==> src/rtl/uart_pkg.sv <==
// Shared definitions for uart_buffered: FSM state encoding and timer width helpers.
// Optional parity support is selected by the UART_PARITY_EN macro in uart_buffered.
package uart_pkg;

    typedef enum logic [2:0] {
        ST_IDLE,
        ST_START,
        ST_DATA,
        ST_PARITY,
        ST_STOP
    } uart_state_e;

    // Bits needed for a down-counter that must hold values 0..max_val.
    function automatic int div_w(input int max_val);
        return $clog2(max_val + 1);
    endfunction

    // Bits needed for the half-bit start offset.
    function automatic int half_div_w(input int div);
        return $clog2(div / 2 + 1);
    endfunction

endpackage

==> src/rtl/uart_fifo.sv <==
// Synchronous first-word-fall-through FIFO. Pointers carry one extra wrap bit;
// a push in the same cycle as an honoured pop is accepted even when full.
module uart_fifo #(
    parameter int WIDTH = 8,
    parameter int DEPTH = 4
) (
    input  logic             i_clk,
    input  logic             i_rst_n,
    input  logic             i_push,
    input  logic [WIDTH-1:0] i_din,
    input  logic             i_pop,
    output logic [WIDTH-1:0] o_dout,
    output logic             o_empty,
    output logic             o_full
);
    localparam int AW = $clog2(DEPTH);

    logic [WIDTH-1:0] r_mem [DEPTH];
    logic [AW:0]      r_wptr;
    logic [AW:0]      r_rptr;
    logic             w_do_pop;
    logic             w_do_push;

    assign o_empty   = (r_wptr == r_rptr);
    assign o_full    = (r_wptr[AW] != r_rptr[AW]) && (r_wptr[AW-1:0] == r_rptr[AW-1:0]);
    assign w_do_pop  = i_pop && !o_empty;
    assign w_do_push = i_push && (!o_full || w_do_pop);
    assign o_dout    = o_empty ? '0 : r_mem[r_rptr[AW-1:0]];

    // Pointer update; both pointers wrap naturally through the extra MSB.
    always_ff @(posedge i_clk or negedge i_rst_n) begin
        if (!i_rst_n) begin
            r_wptr <= '0;
            r_rptr <= '0;
        end else begin
            if (w_do_push) r_wptr <= r_wptr + 1'b1;
            if (w_do_pop)  r_rptr <= r_rptr + 1'b1;
        end
    end

    // Storage write; contents need no reset since empty masks the output.
    always_ff @(posedge i_clk) begin
        if (w_do_push) r_mem[r_wptr[AW-1:0]] <= i_din;
    end

endmodule

==> src/rtl/uart_buffered.sv <==
// Full-duplex UART with RX/TX FWFT FIFOs and sticky error flags.
// Define UART_PARITY_EN to add one parity bit (even/odd via i_parity_odd) in both directions.
module uart_buffered
    import uart_pkg::*;
#(
    parameter int CLOCK_HZ  = 100,
    parameter int BAUD      = 10,
    parameter int DATA_BITS = 8,
    parameter int STOP_BITS = 1,
    parameter int RX_DEPTH  = 4,
    parameter int TX_DEPTH  = 4
) (
    input  logic                 i_clk,
    input  logic                 i_rst_n,
    input  logic                 i_rx,
    output logic                 o_tx,
    input  logic                 i_rd,
    output logic [DATA_BITS-1:0] o_rx_data,
    output logic                 o_rx_valid,
    input  logic                 i_wr,
    input  logic [DATA_BITS-1:0] i_tx_data,
    output logic                 o_tx_ready,
    output logic                 o_tx_busy,
    input  logic                 i_parity_odd,
    input  logic                 i_err_clr,
    output logic                 o_frame_err,
    output logic                 o_parity_err,
    output logic                 o_overrun
);
    localparam int DIV      = CLOCK_HZ / BAUD;
    localparam int TX_CNT_W = div_w(STOP_BITS * DIV - 1);
    localparam int RX_CNT_W = div_w(DIV - 1);
    localparam int BIT_W    = $clog2(DATA_BITS);

    localparam logic [TX_CNT_W-1:0] TX_BIT_CNT  = TX_CNT_W'(DIV - 1);
    localparam logic [TX_CNT_W-1:0] TX_STOP_CNT = TX_CNT_W'(STOP_BITS * DIV - 1);
    localparam logic [RX_CNT_W-1:0] RX_BIT_CNT  = RX_CNT_W'(DIV - 1);
    localparam logic [RX_CNT_W-1:0] RX_HALF_CNT = RX_CNT_W'(DIV / 2);
    localparam logic [BIT_W-1:0]    LAST_BIT    = BIT_W'(DATA_BITS - 1);

    // ---------------- TX path ----------------
    uart_state_e          r_tx_state;
    logic [TX_CNT_W-1:0]  r_tx_cnt;
    logic [BIT_W-1:0]     r_tx_bit;
    logic [DATA_BITS-1:0] r_tx_shift;
    logic                 r_tx;
    logic [DATA_BITS-1:0] w_txf_dout;
    logic                 w_txf_empty;
    logic                 w_txf_full;
    logic                 w_tx_load;

    // Load from the FIFO when idle, or at the end of STOP so frames run gap-free.
    assign w_tx_load = !w_txf_empty &&
                       ((r_tx_state == ST_IDLE) || ((r_tx_state == ST_STOP) && (r_tx_cnt == '0)));

    uart_fifo #(.WIDTH(DATA_BITS), .DEPTH(TX_DEPTH)) u_tx_fifo (
        .i_clk   (i_clk),
        .i_rst_n (i_rst_n),
        .i_push  (i_wr && !w_txf_full),
        .i_din   (i_tx_data),
        .i_pop   (w_tx_load),
        .o_dout  (w_txf_dout),
        .o_empty (w_txf_empty),
        .o_full  (w_txf_full)
    );

    assign o_tx       = r_tx;
    assign o_tx_ready = !w_txf_full;
    assign o_tx_busy  = !w_txf_empty || (r_tx_state != ST_IDLE);

`ifdef UART_PARITY_EN
    logic r_tx_par;
`endif

    // TX FSM; the line register follows the state one cycle later, giving wr-to-start of two edges.
    always_ff @(posedge i_clk or negedge i_rst_n) begin
        if (!i_rst_n) begin
            r_tx_state <= ST_IDLE;
            r_tx_cnt   <= '0;
            r_tx_bit   <= '0;
            r_tx_shift <= '0;
            r_tx       <= 1'b1;
`ifdef UART_PARITY_EN
            r_tx_par   <= 1'b0;
`endif
        end else begin
            case (r_tx_state)
                ST_START:  r_tx <= 1'b0;
                ST_DATA:   r_tx <= r_tx_shift[0];
`ifdef UART_PARITY_EN
                ST_PARITY: r_tx <= r_tx_par;
`endif
                default:   r_tx <= 1'b1;
            endcase

            if (w_tx_load) begin
                r_tx_state <= ST_START;
                r_tx_cnt   <= TX_BIT_CNT;
                r_tx_shift <= w_txf_dout;
`ifdef UART_PARITY_EN
                r_tx_par   <= (^w_txf_dout) ^ i_parity_odd;
`endif
            end else if (r_tx_state != ST_IDLE) begin
                if (r_tx_cnt != '0) begin
                    r_tx_cnt <= r_tx_cnt - 1'b1;
                end else begin
                    case (r_tx_state)
                        ST_START: begin
                            r_tx_state <= ST_DATA;
                            r_tx_cnt   <= TX_BIT_CNT;
                            r_tx_bit   <= '0;
                        end
                        ST_DATA: begin
                            r_tx_shift <= {1'b0, r_tx_shift[DATA_BITS-1:1]};
                            r_tx_cnt   <= TX_BIT_CNT;
                            r_tx_bit   <= r_tx_bit + 1'b1;
                            if (r_tx_bit == LAST_BIT) begin
`ifdef UART_PARITY_EN
                                r_tx_state <= ST_PARITY;
`else
                                r_tx_state <= ST_STOP;
                                r_tx_cnt   <= TX_STOP_CNT;
`endif
                            end
                        end
`ifdef UART_PARITY_EN
                        ST_PARITY: begin
                            r_tx_state <= ST_STOP;
                            r_tx_cnt   <= TX_STOP_CNT;
                        end
`endif
                        default: r_tx_state <= ST_IDLE;
                    endcase
                end
            end
        end
    end

    // ---------------- RX path ----------------
    uart_state_e          r_rx_state;
    logic [RX_CNT_W-1:0]  r_rx_cnt;
    logic [BIT_W-1:0]     r_rx_bit;
    logic [DATA_BITS-1:0] r_rx_shift;
    logic                 r_rx_s1;
    logic                 r_rx_s2;
    logic                 r_rx_prev;
    logic                 r_ferr;
    logic                 r_ovr;
    logic                 w_rx_fall;
    logic                 w_rx_tick;
    logic                 w_stop_smp;
    logic                 w_par_bad;
    logic                 w_rx_push;
    logic                 w_ferr_set;
    logic                 w_perr_set;
    logic                 w_ovr_set;
    logic                 w_rxf_empty;
    logic                 w_rxf_full;

    assign w_rx_fall  = r_rx_prev && !r_rx_s2;
    assign w_rx_tick  = (r_rx_cnt == '0);
    assign w_stop_smp = (r_rx_state == ST_STOP) && w_rx_tick;
    assign w_rx_push  = w_stop_smp && r_rx_s2 && !w_par_bad;
    assign w_ferr_set = w_stop_smp && !r_rx_s2;
    assign w_perr_set = w_stop_smp && r_rx_s2 && w_par_bad;
    // A simultaneous rd frees a slot, so only an unread full FIFO drops the byte.
    assign w_ovr_set  = w_rx_push && w_rxf_full && !i_rd;

    uart_fifo #(.WIDTH(DATA_BITS), .DEPTH(RX_DEPTH)) u_rx_fifo (
        .i_clk   (i_clk),
        .i_rst_n (i_rst_n),
        .i_push  (w_rx_push),
        .i_din   (r_rx_shift),
        .i_pop   (i_rd),
        .o_dout  (o_rx_data),
        .o_empty (w_rxf_empty),
        .o_full  (w_rxf_full)
    );

    assign o_rx_valid  = !w_rxf_empty;
    assign o_frame_err = r_ferr;
    assign o_overrun   = r_ovr;

`ifdef UART_PARITY_EN
    logic r_rx_par_bad;
    logic r_perr;
    assign w_par_bad    = r_rx_par_bad;
    assign o_parity_err = r_perr;
`else
    logic w_unused;
    assign w_par_bad    = 1'b0;
    assign o_parity_err = 1'b0;
    assign w_unused     = i_parity_odd ^ w_perr_set;
`endif

    // Two-flop synchroniser plus one history flop for falling-edge detection.
    always_ff @(posedge i_clk or negedge i_rst_n) begin
        if (!i_rst_n) begin
            r_rx_s1   <= 1'b1;
            r_rx_s2   <= 1'b1;
            r_rx_prev <= 1'b1;
        end else begin
            r_rx_s1   <= i_rx;
            r_rx_s2   <= r_rx_s1;
            r_rx_prev <= r_rx_s2;
        end
    end

    // RX FSM: half-bit offset to the start centre, then one sample every DIV cycles.
    always_ff @(posedge i_clk or negedge i_rst_n) begin
        if (!i_rst_n) begin
            r_rx_state <= ST_IDLE;
            r_rx_cnt   <= '0;
            r_rx_bit   <= '0;
            r_rx_shift <= '0;
`ifdef UART_PARITY_EN
            r_rx_par_bad <= 1'b0;
`endif
        end else if (r_rx_state == ST_IDLE) begin
            if (w_rx_fall) begin
                r_rx_state <= ST_START;
                r_rx_cnt   <= RX_HALF_CNT;
`ifdef UART_PARITY_EN
                r_rx_par_bad <= 1'b0;
`endif
            end
        end else if (!w_rx_tick) begin
            r_rx_cnt <= r_rx_cnt - 1'b1;
        end else begin
            case (r_rx_state)
                ST_START: begin
                    r_rx_state <= r_rx_s2 ? ST_IDLE : ST_DATA;
                    r_rx_cnt   <= RX_BIT_CNT;
                    r_rx_bit   <= '0;
                end
                ST_DATA: begin
                    r_rx_shift <= {r_rx_s2, r_rx_shift[DATA_BITS-1:1]};
                    r_rx_cnt   <= RX_BIT_CNT;
                    r_rx_bit   <= r_rx_bit + 1'b1;
                    if (r_rx_bit == LAST_BIT) begin
`ifdef UART_PARITY_EN
                        r_rx_state <= ST_PARITY;
`else
                        r_rx_state <= ST_STOP;
`endif
                    end
                end
`ifdef UART_PARITY_EN
                ST_PARITY: begin
                    r_rx_par_bad <= r_rx_s2 != ((^r_rx_shift) ^ i_parity_odd);
                    r_rx_state   <= ST_STOP;
                    r_rx_cnt     <= RX_BIT_CNT;
                end
`endif
                default: r_rx_state <= ST_IDLE;
            endcase
        end
    end

    // Sticky error flags; a new error wins over a clear in the same cycle.
    always_ff @(posedge i_clk or negedge i_rst_n) begin
        if (!i_rst_n) begin
            r_ferr <= 1'b0;
            r_ovr  <= 1'b0;
`ifdef UART_PARITY_EN
            r_perr <= 1'b0;
`endif
        end else begin
            r_ferr <= w_ferr_set || (r_ferr && !i_err_clr);
            r_ovr  <= w_ovr_set  || (r_ovr  && !i_err_clr);
`ifdef UART_PARITY_EN
            r_perr <= w_perr_set || (r_perr && !i_err_clr);
`endif
        end
    end

endmodule

==> config.mk <==
export PLATFORM = sky130hd
export DESIGN_NAME = uart_buffered
export DESIGN_NICKNAME = d
export VERILOG_FILES = /design/src/rtl/uart_pkg.sv /design/src/rtl/uart_fifo.sv /design/src/rtl/uart_buffered.sv
export SDC_FILE = /design/constraint.sdc
export NUM_CORES = 1
export LEC_CHECK = 0
export CAP_MARGIN = 10
export CORE_UTILIZATION = 42
export DETAILED_ROUTE_END_ITERATION = 12
export PLACE_DENSITY_LB_ADDON = 0.08
export SLEW_MARGIN = 5
export SYNTH_ARGS = -nofsm -noshare
export SYNTH_HDL_FRONTEND = slang
export SYNTH_SLANG_ARGS = --single-unit
export TNS_END_PERCENT = 100
==> constraint.sdc <==
create_clock -name i_clk -period 5.3 [get_ports i_clk]
set_input_delay 0.795 -clock i_clk [delete_from_list [all_inputs] [get_ports i_clk]]
set_output_delay 0.795 -clock i_clk [all_outputs]
set_load 0.01 [all_outputs]
==> qor.csv <==
stage,metric,value,unit
status,outcome,completed,
synth,synth_nets,391,
clock_tree,clock_latency,0.41,ns
setup_path,cp.arrival,2.55,ns
power,ir_drop,0.0002942,V
drt,dr_wl_met3,365,um
timing,fmax,0.2988,GHz
die,start_util,0.4322,
grt,grt_first_pass_wirelength,15180,um
timing,maxSlewViolCount,0,
die,fp.dieW,113.4,um
setup_path,critPathLaunchType,flop,
drt,wl_met2,4343,um
setup_path,worstPathRequired,4.51,ns
setup_path,critical_path.max_stage_delay,0.78,ns
setup_path,endpoint_kind,output pin,
die,rows,40,
final_layout,post-route-util,0.5121,
synth,synth_commonest_cells,"edfxtp_1, dfrtp_1, ha_1",
final_layout,area_growth,18.51,%
die,coreArea,0.01206,mm2
drt,drc,0,
timing,hold_ws,0.3536,ns
power,p_sw,0.9972,mW
synth,async_flop_share,0.4576,
clock_tree,tritoncts,yes,
clock_tree,h-tree-depth,4,
timing,tightestPinTransition,0.8837,ns
final_layout,fill_cells,1015,
power,clock_power_share,0.333,
setup_path,worst-path-max-fanout,11,
drt,wl_met1,4180,um
synth,synth_top_area_cell,edfxtp_1,
timing,hold_viol,0,
final_layout,nNetsFinal,420,
clock_tree,clk_pin_slew,0.05,ns
die,io_pins,30,
grt,antenna_found_initial,0,
setup_path,critPathKind,reg2out,
synth,yosys_warnings,0,
synth,ys.flop_type,edfxtp_1,
drt,wirelength,9062,um
synth,yosysMostFrequentCell,edfxtp_1,
drt,antenna_left,0,
clock_tree,clock_tree.root_cell,clkbuf_16,
grt,grt_start_max_net_pins,55,
clock_tree,ctsResizeCount,0,
placement,placedInstanceArea,0.005607,mm2
grt,grt_pass1_vias,2987,
clock_tree,cts.sinks,118,
power,powerDensity,540.5,mW/mm2
drt,wl_per_cell,15.93,um
die,die-area,0.01286,mm2
die,die_h,113.4,um
timing,finalCritPeriodShare,0.6315,
synth,synth.area.top_cells,"edfxtp_1, dfrtp_1, mux4_2",
drt,top_layer,met4,
timing,fin_skew,0.004816,ns
synth,syn_area,0.005212,mm2
synth,synth_enable_flop_cells,64,
timing,finalCriticalPeriod,3.347,ns
placement,place.gp.congestion,0.7533,
setup_path,critPathSlowestCell,dfrtp_1,
power,p_comb_frac,0.249,
drt,vias,2924,
timing,rsz0062_at_grt,no,
placement,io_buffers,27,
final_layout,diodes,0,
clock_tree,cts_setup_buffers,0,
setup_path,path_cells,xnor2_1 -> nand3_1 -> and2_1 -> clkdlybuf4s50_1,
grt,grt_overflow,0,
clock_tree,cts-buffers-inserted,17,
power,power.share.sequential,0.418,
final_layout,fin_area,0.006177,mm2
synth,yosysTopAreaCellShare,0.3687,
drt,drt_iter0_markers,204,
timing,relSlewSlack,0.4083,
power,p_int,2.342,mW
timing,fin_setup_tns,0,ns
worst_hold_path,hold_path.class,reg2reg,
clock_tree,cts_hold_buf,0,
synth,synth_area_per_cell,14.52,um2
flow_run,maxCapViolations,0,
clock_tree,cts_buffer_depth,2,
placement,hpwlAfterDp,5678,um
final_layout,drive_above_1_share,0.1571,
synth,ys_ff_latch,118,
synth,seq_area_frac_synth,0.6289,
power,p_leak,2.320,nW
drt,via_per_inst,5.139,
synth,synthCells,359,
timing,finalSetupViolCount,0,
power,swShare,0.2987,
synth,synth.distinct_cells,56,
grt,gr-usage-all-layers,0.1608,
drt,firstDrtPassIters,6,
routing by layer:
layer | track usage | vias up
met2 | 0.2511 | 40
met1 | 0.1994 | 1454
li1 | - | 1417
met5 | 0 | -
met3 | 0.05845 | 13
met4 | 0.07719 | 0
final timing paths:
kind,depth (start not counted),slack [ns],to,from
worst max-delay path,4,1.95,o_rx_data[7],u_rx_fifo.r_rptr[0]
worst min register to register,0,0.35,r_rx_s2,r_rx_s1
worst max register to register,6,2.74,u_rx_fifo.r_mem[1][0],r_rx_cnt[0]
max in group asynchronous,2,4.30,r_rx_shift[2],i_rst_n
min in group asynchronous,2,0.52,r_rx_cnt[2],i_rst_n
worst min-delay path,0,0.35,r_rx_s2,r_rx_s1
registers in the layout, indices dropped and copies added, names as in the netlist, 4 cells and up:
name	flops
r_tx_cnt	4
r_rx_shift	8
r_tx_shift	8
u_rx_fifo.r_mem	32
u_tx_fifo.r_mem	32
r_rx_cnt	4
placed cells by master (no fill, tap or decap), types with 7 or more instances in the layout:
master           netlist  routed
edfxtp_1              64      64
dfrtp_1               50      50
clkdlybuf4s50_1        0      26
ha_1                  17      17
clkbuf_16              0      17
and2_1                16      16
nand2_1               15      15
o21ai_0               15      15
mux4_2                14      14
inv_1                 13      13
xnor2_1               11      11
nor2_1                11      11
mux2_2                11      11
nand3_1                9       9
nor3_1                 7       7
a21oi_1                7       7
o32a_1                 7       7
o21a_1                 7       7
power by group through the flow:
stage	Combinational, mW	Clock (mW)	Sequential (mW)
CTS	0.849	1.14	1.40
floorplan	0.749	0	1.28
finish	0.832	1.11	1.39
global placement	0.825	0	1.41
detailed placement	0.843	0	1.42
global route	0.942	1.18	1.43
logic make-up (layout without fill, tap and decap cells):
| group | count (synthesis) | in the layout | synth area share |
|---|---|---|---|
| flops | 118 | 118 | 0.6289 |
| other cells | 1 | 1 | 0.0007194 |
| mux | 28 | 28 | 0.09626 |
| fa+ha+maj | 17 | 17 | 0.04081 |
| compound gates | 63 | 63 | 0.08618 |
| buf+inv | 31 | 73 | 0.02736 |
| xor+xnor | 17 | 17 | 0.03000 |
| simple gates | 84 | 84 | 0.08978 |
cell type report:
class                           count  area (um2)  share of cell area
Tap cell                          168       210.2             0.03403
Inverter                           13       48.80            0.007900
Clock inverter                     13       137.6             0.02228
Timing Repair Buffer               28       272.8             0.04416
Clock buffer                       19       432.9             0.07008
Multi-Input combinational cell    210        1797              0.2909
Sequential cell                   118        3278              0.5307
stage by stage:
stage / total power [mW] / cells / worst slack [ns]
floorplan: 2.025 / 359 / 2.942
global placement: 2.233 / 537 / 2.332
detailed placement: 2.258 / 537 / 2.297
CTS: 3.386 / 569 / 1.856
global route: 3.557 / 569 / 1.686
finish: 3.339 / 569 / 1.953
critical path, delay by kind of cell (launching register included):
kind                   cells  cell delay (ns)
XOR/XNOR                   1             0.23
buffers and inverters      1             0.48
flip-flops                 1             0.78
AND/OR/NAND/NOR            2             0.64
No activity file was read; power rests on OpenSTA's default activity.
==> RTL change: new RTL, same flow settings <==
The parameter `BAUD` goes from 10 to 11.
--- a/src/rtl/uart_buffered.sv
+++ b/src/rtl/uart_buffered.sv
@@ -6,3 +6,3 @@
     parameter int CLOCK_HZ  = 100,
-    parameter int BAUD      = 10,
+    parameter int BAUD      = 11,
     parameter int DATA_BITS = 8,
Check against the original RTL: no difference found for any inputs over 10 cycles, from zero or initial values and one cycle with i_rst_n low; that may be too few to reach the edited logic, so the function may still have changed.
==> RTL change against the unedited design <==
Critical path depth unchanged. Global-route usage about the same. Total power up 7.1%. Fmax up 2.6%. Sequential share of layout area down 0.35 points. Area after synthesis up 0.34%. Worst hold slack better by 0.0010 ns. Final area up 0.67%. Final cell count up 0.53%. Clock skew up 0.0015 ns. Wire length up 0.44%. Utilization up 0.34 points. Worst setup slack better by 0.086 ns. Sequential cell count unchanged.
==> RTL change: results (changes against the unedited design) <==
[final_layout]
final_nets = 423  ; +0.71%
drive_gt1_frac = 0.1634  ; +0.006259
stdcell_count = 572  ; +0.53%

[route]
top_layer = met4
wl_met1_mm = 4.207  ; +0.65%
drtPass1Iterations = 4  ; -2
wl_met2_mm = 4.507  ; +3.8%
vias = 2967  ; +1.5%
wl_per_cell_um = 15.91  ; about the same
met3_length_um = 264  ; -28%
drt_iter0_markers = 115  ; -44%

[synthesis]
synthCells = 363  ; +1.1%
synthTopCellsByArea = edfxtp_1 (37%), dfrtp_1 (24%), mux4_2 (6.9%)
synth_edf_count = 64  ; unchanged
synth.distinct_cells = 54  ; -3.6%
synth_nets = 395  ; +1.0%
synthTopCellsByCount = edfxtp_1 (64), dfrtp_1 (50), ha_1 (17), nand2_1 (17), o21ai_0 (17)
synth-seq-area-share = 0.6268  ; -0.002106

[place]
placed_cells = 540  ; +0.56%
dp.final_hpwl_mm = 5.762  ; +1.5%
post_dp_cell_area_mm2 = 0.005613  ; +0.11%
gp_congestion = 0.7530  ; about the same
pre_cts_ws_ns = 2.370  ; +0.07233 ns

[sta]
worstMarginPinSlew_ns = 0.9072  ; +0.02351 ns
finalCriticalPeriod_ns = 3.261  ; -0.08558 ns
clock_skew_ns = 0.006303  ; +0.001487 ns

[worst_hold_path]
min_path_type = flip-flop to flip-flop

[global_route]
use_met2 = 0.2577  ; +0.006599
grt_first_pass_wirelength_mm = 15.44  ; +1.7%
grtUsageMet1 = 0.1981  ; -0.001360
grtUsageMet3 = 0.05313  ; -0.005313
grt.total_usage = 0.1604  ; -0.0004040

[clocking]
clock_latency_ns = 0.41  ; about the same
htree_levels = 4  ; unchanged

[worst_setup_path]
crit_arrival_ns = 2.47  ; -0.08 ns
crit_fanout = 11  ; unchanged

[pwr]
vdd_ir_drop_max_v = 0.0004120  ; +40%
leakage_nw = 2.346  ; +1.1%

[run_status]
outcome = finished, final reports clean

RTL change: cell types whose count changed after synthesis, moves of 2 or more:
cell,unedited run,this run
nand2_1,15,17
mux4_1,2,0
mux4_2,14,16
o21ai_0,15,17
a21oi_1,7,5
nor3_1,7,9
RTL change: area by class of cell:
type                    instances  area (µm²)
inverters                      13       48.80
repair buffers                 28       272.8
multi-input cells             213        1803
fillers                      1040        5843
clock buffers                  21       450.4
well taps                     168       210.2
clock inverters                11       155.1
flip-flops and latches        118        3278
RTL change: cells by family after synthesis:
logic type | after synthesis | synth area share
AND/OR/NAND/NOR | 89 | 0.09498
AO/OA/AOI/OAI | 60 | 0.08134
multiplexers | 28 | 0.09450
other | 1 | 0.0007170
adder cells (fa/ha/maj) | 17 | 0.04067
XOR/XNOR | 18 | 0.03158
buffers and inverters | 32 | 0.02942
flip-flops | 118 | 0.6268
RTL change: critical path: stages (launching register included):
cell and delay [ns]:
dfrtp_1 0.77, xnor2_1 0.22, nand3_1 0.34, and2_1 0.26, clkdlybuf4s50_1 0.48
RTL change: power by group:
group	internal [mW]	leakage [nW]	switching, mW
registers	1.18	1.23	0.251
logic	0.527	0.820	0.439
clock network	0.791	0.296	0.383
RTL change: final timing paths:
path	from	to	slack, ns	cells past startpoint
setup / recovery	u_rx_fifo.r_rptr[0]	o_rx_data[7]	2.04	4
hold / removal	r_rx_s1	r_rx_s2	0.35	0
setup reg to reg	r_rx_cnt[0]	u_rx_fifo.r_mem[1][5]	2.85	6
hold reg to reg	r_rx_s1	r_rx_s2	0.35	0
max in group asynchronous	i_rst_n	u_tx_fifo.r_rptr[1]	4.28	2
min in group asynchronous	i_rst_n	r_rx_cnt[2]	0.53	2
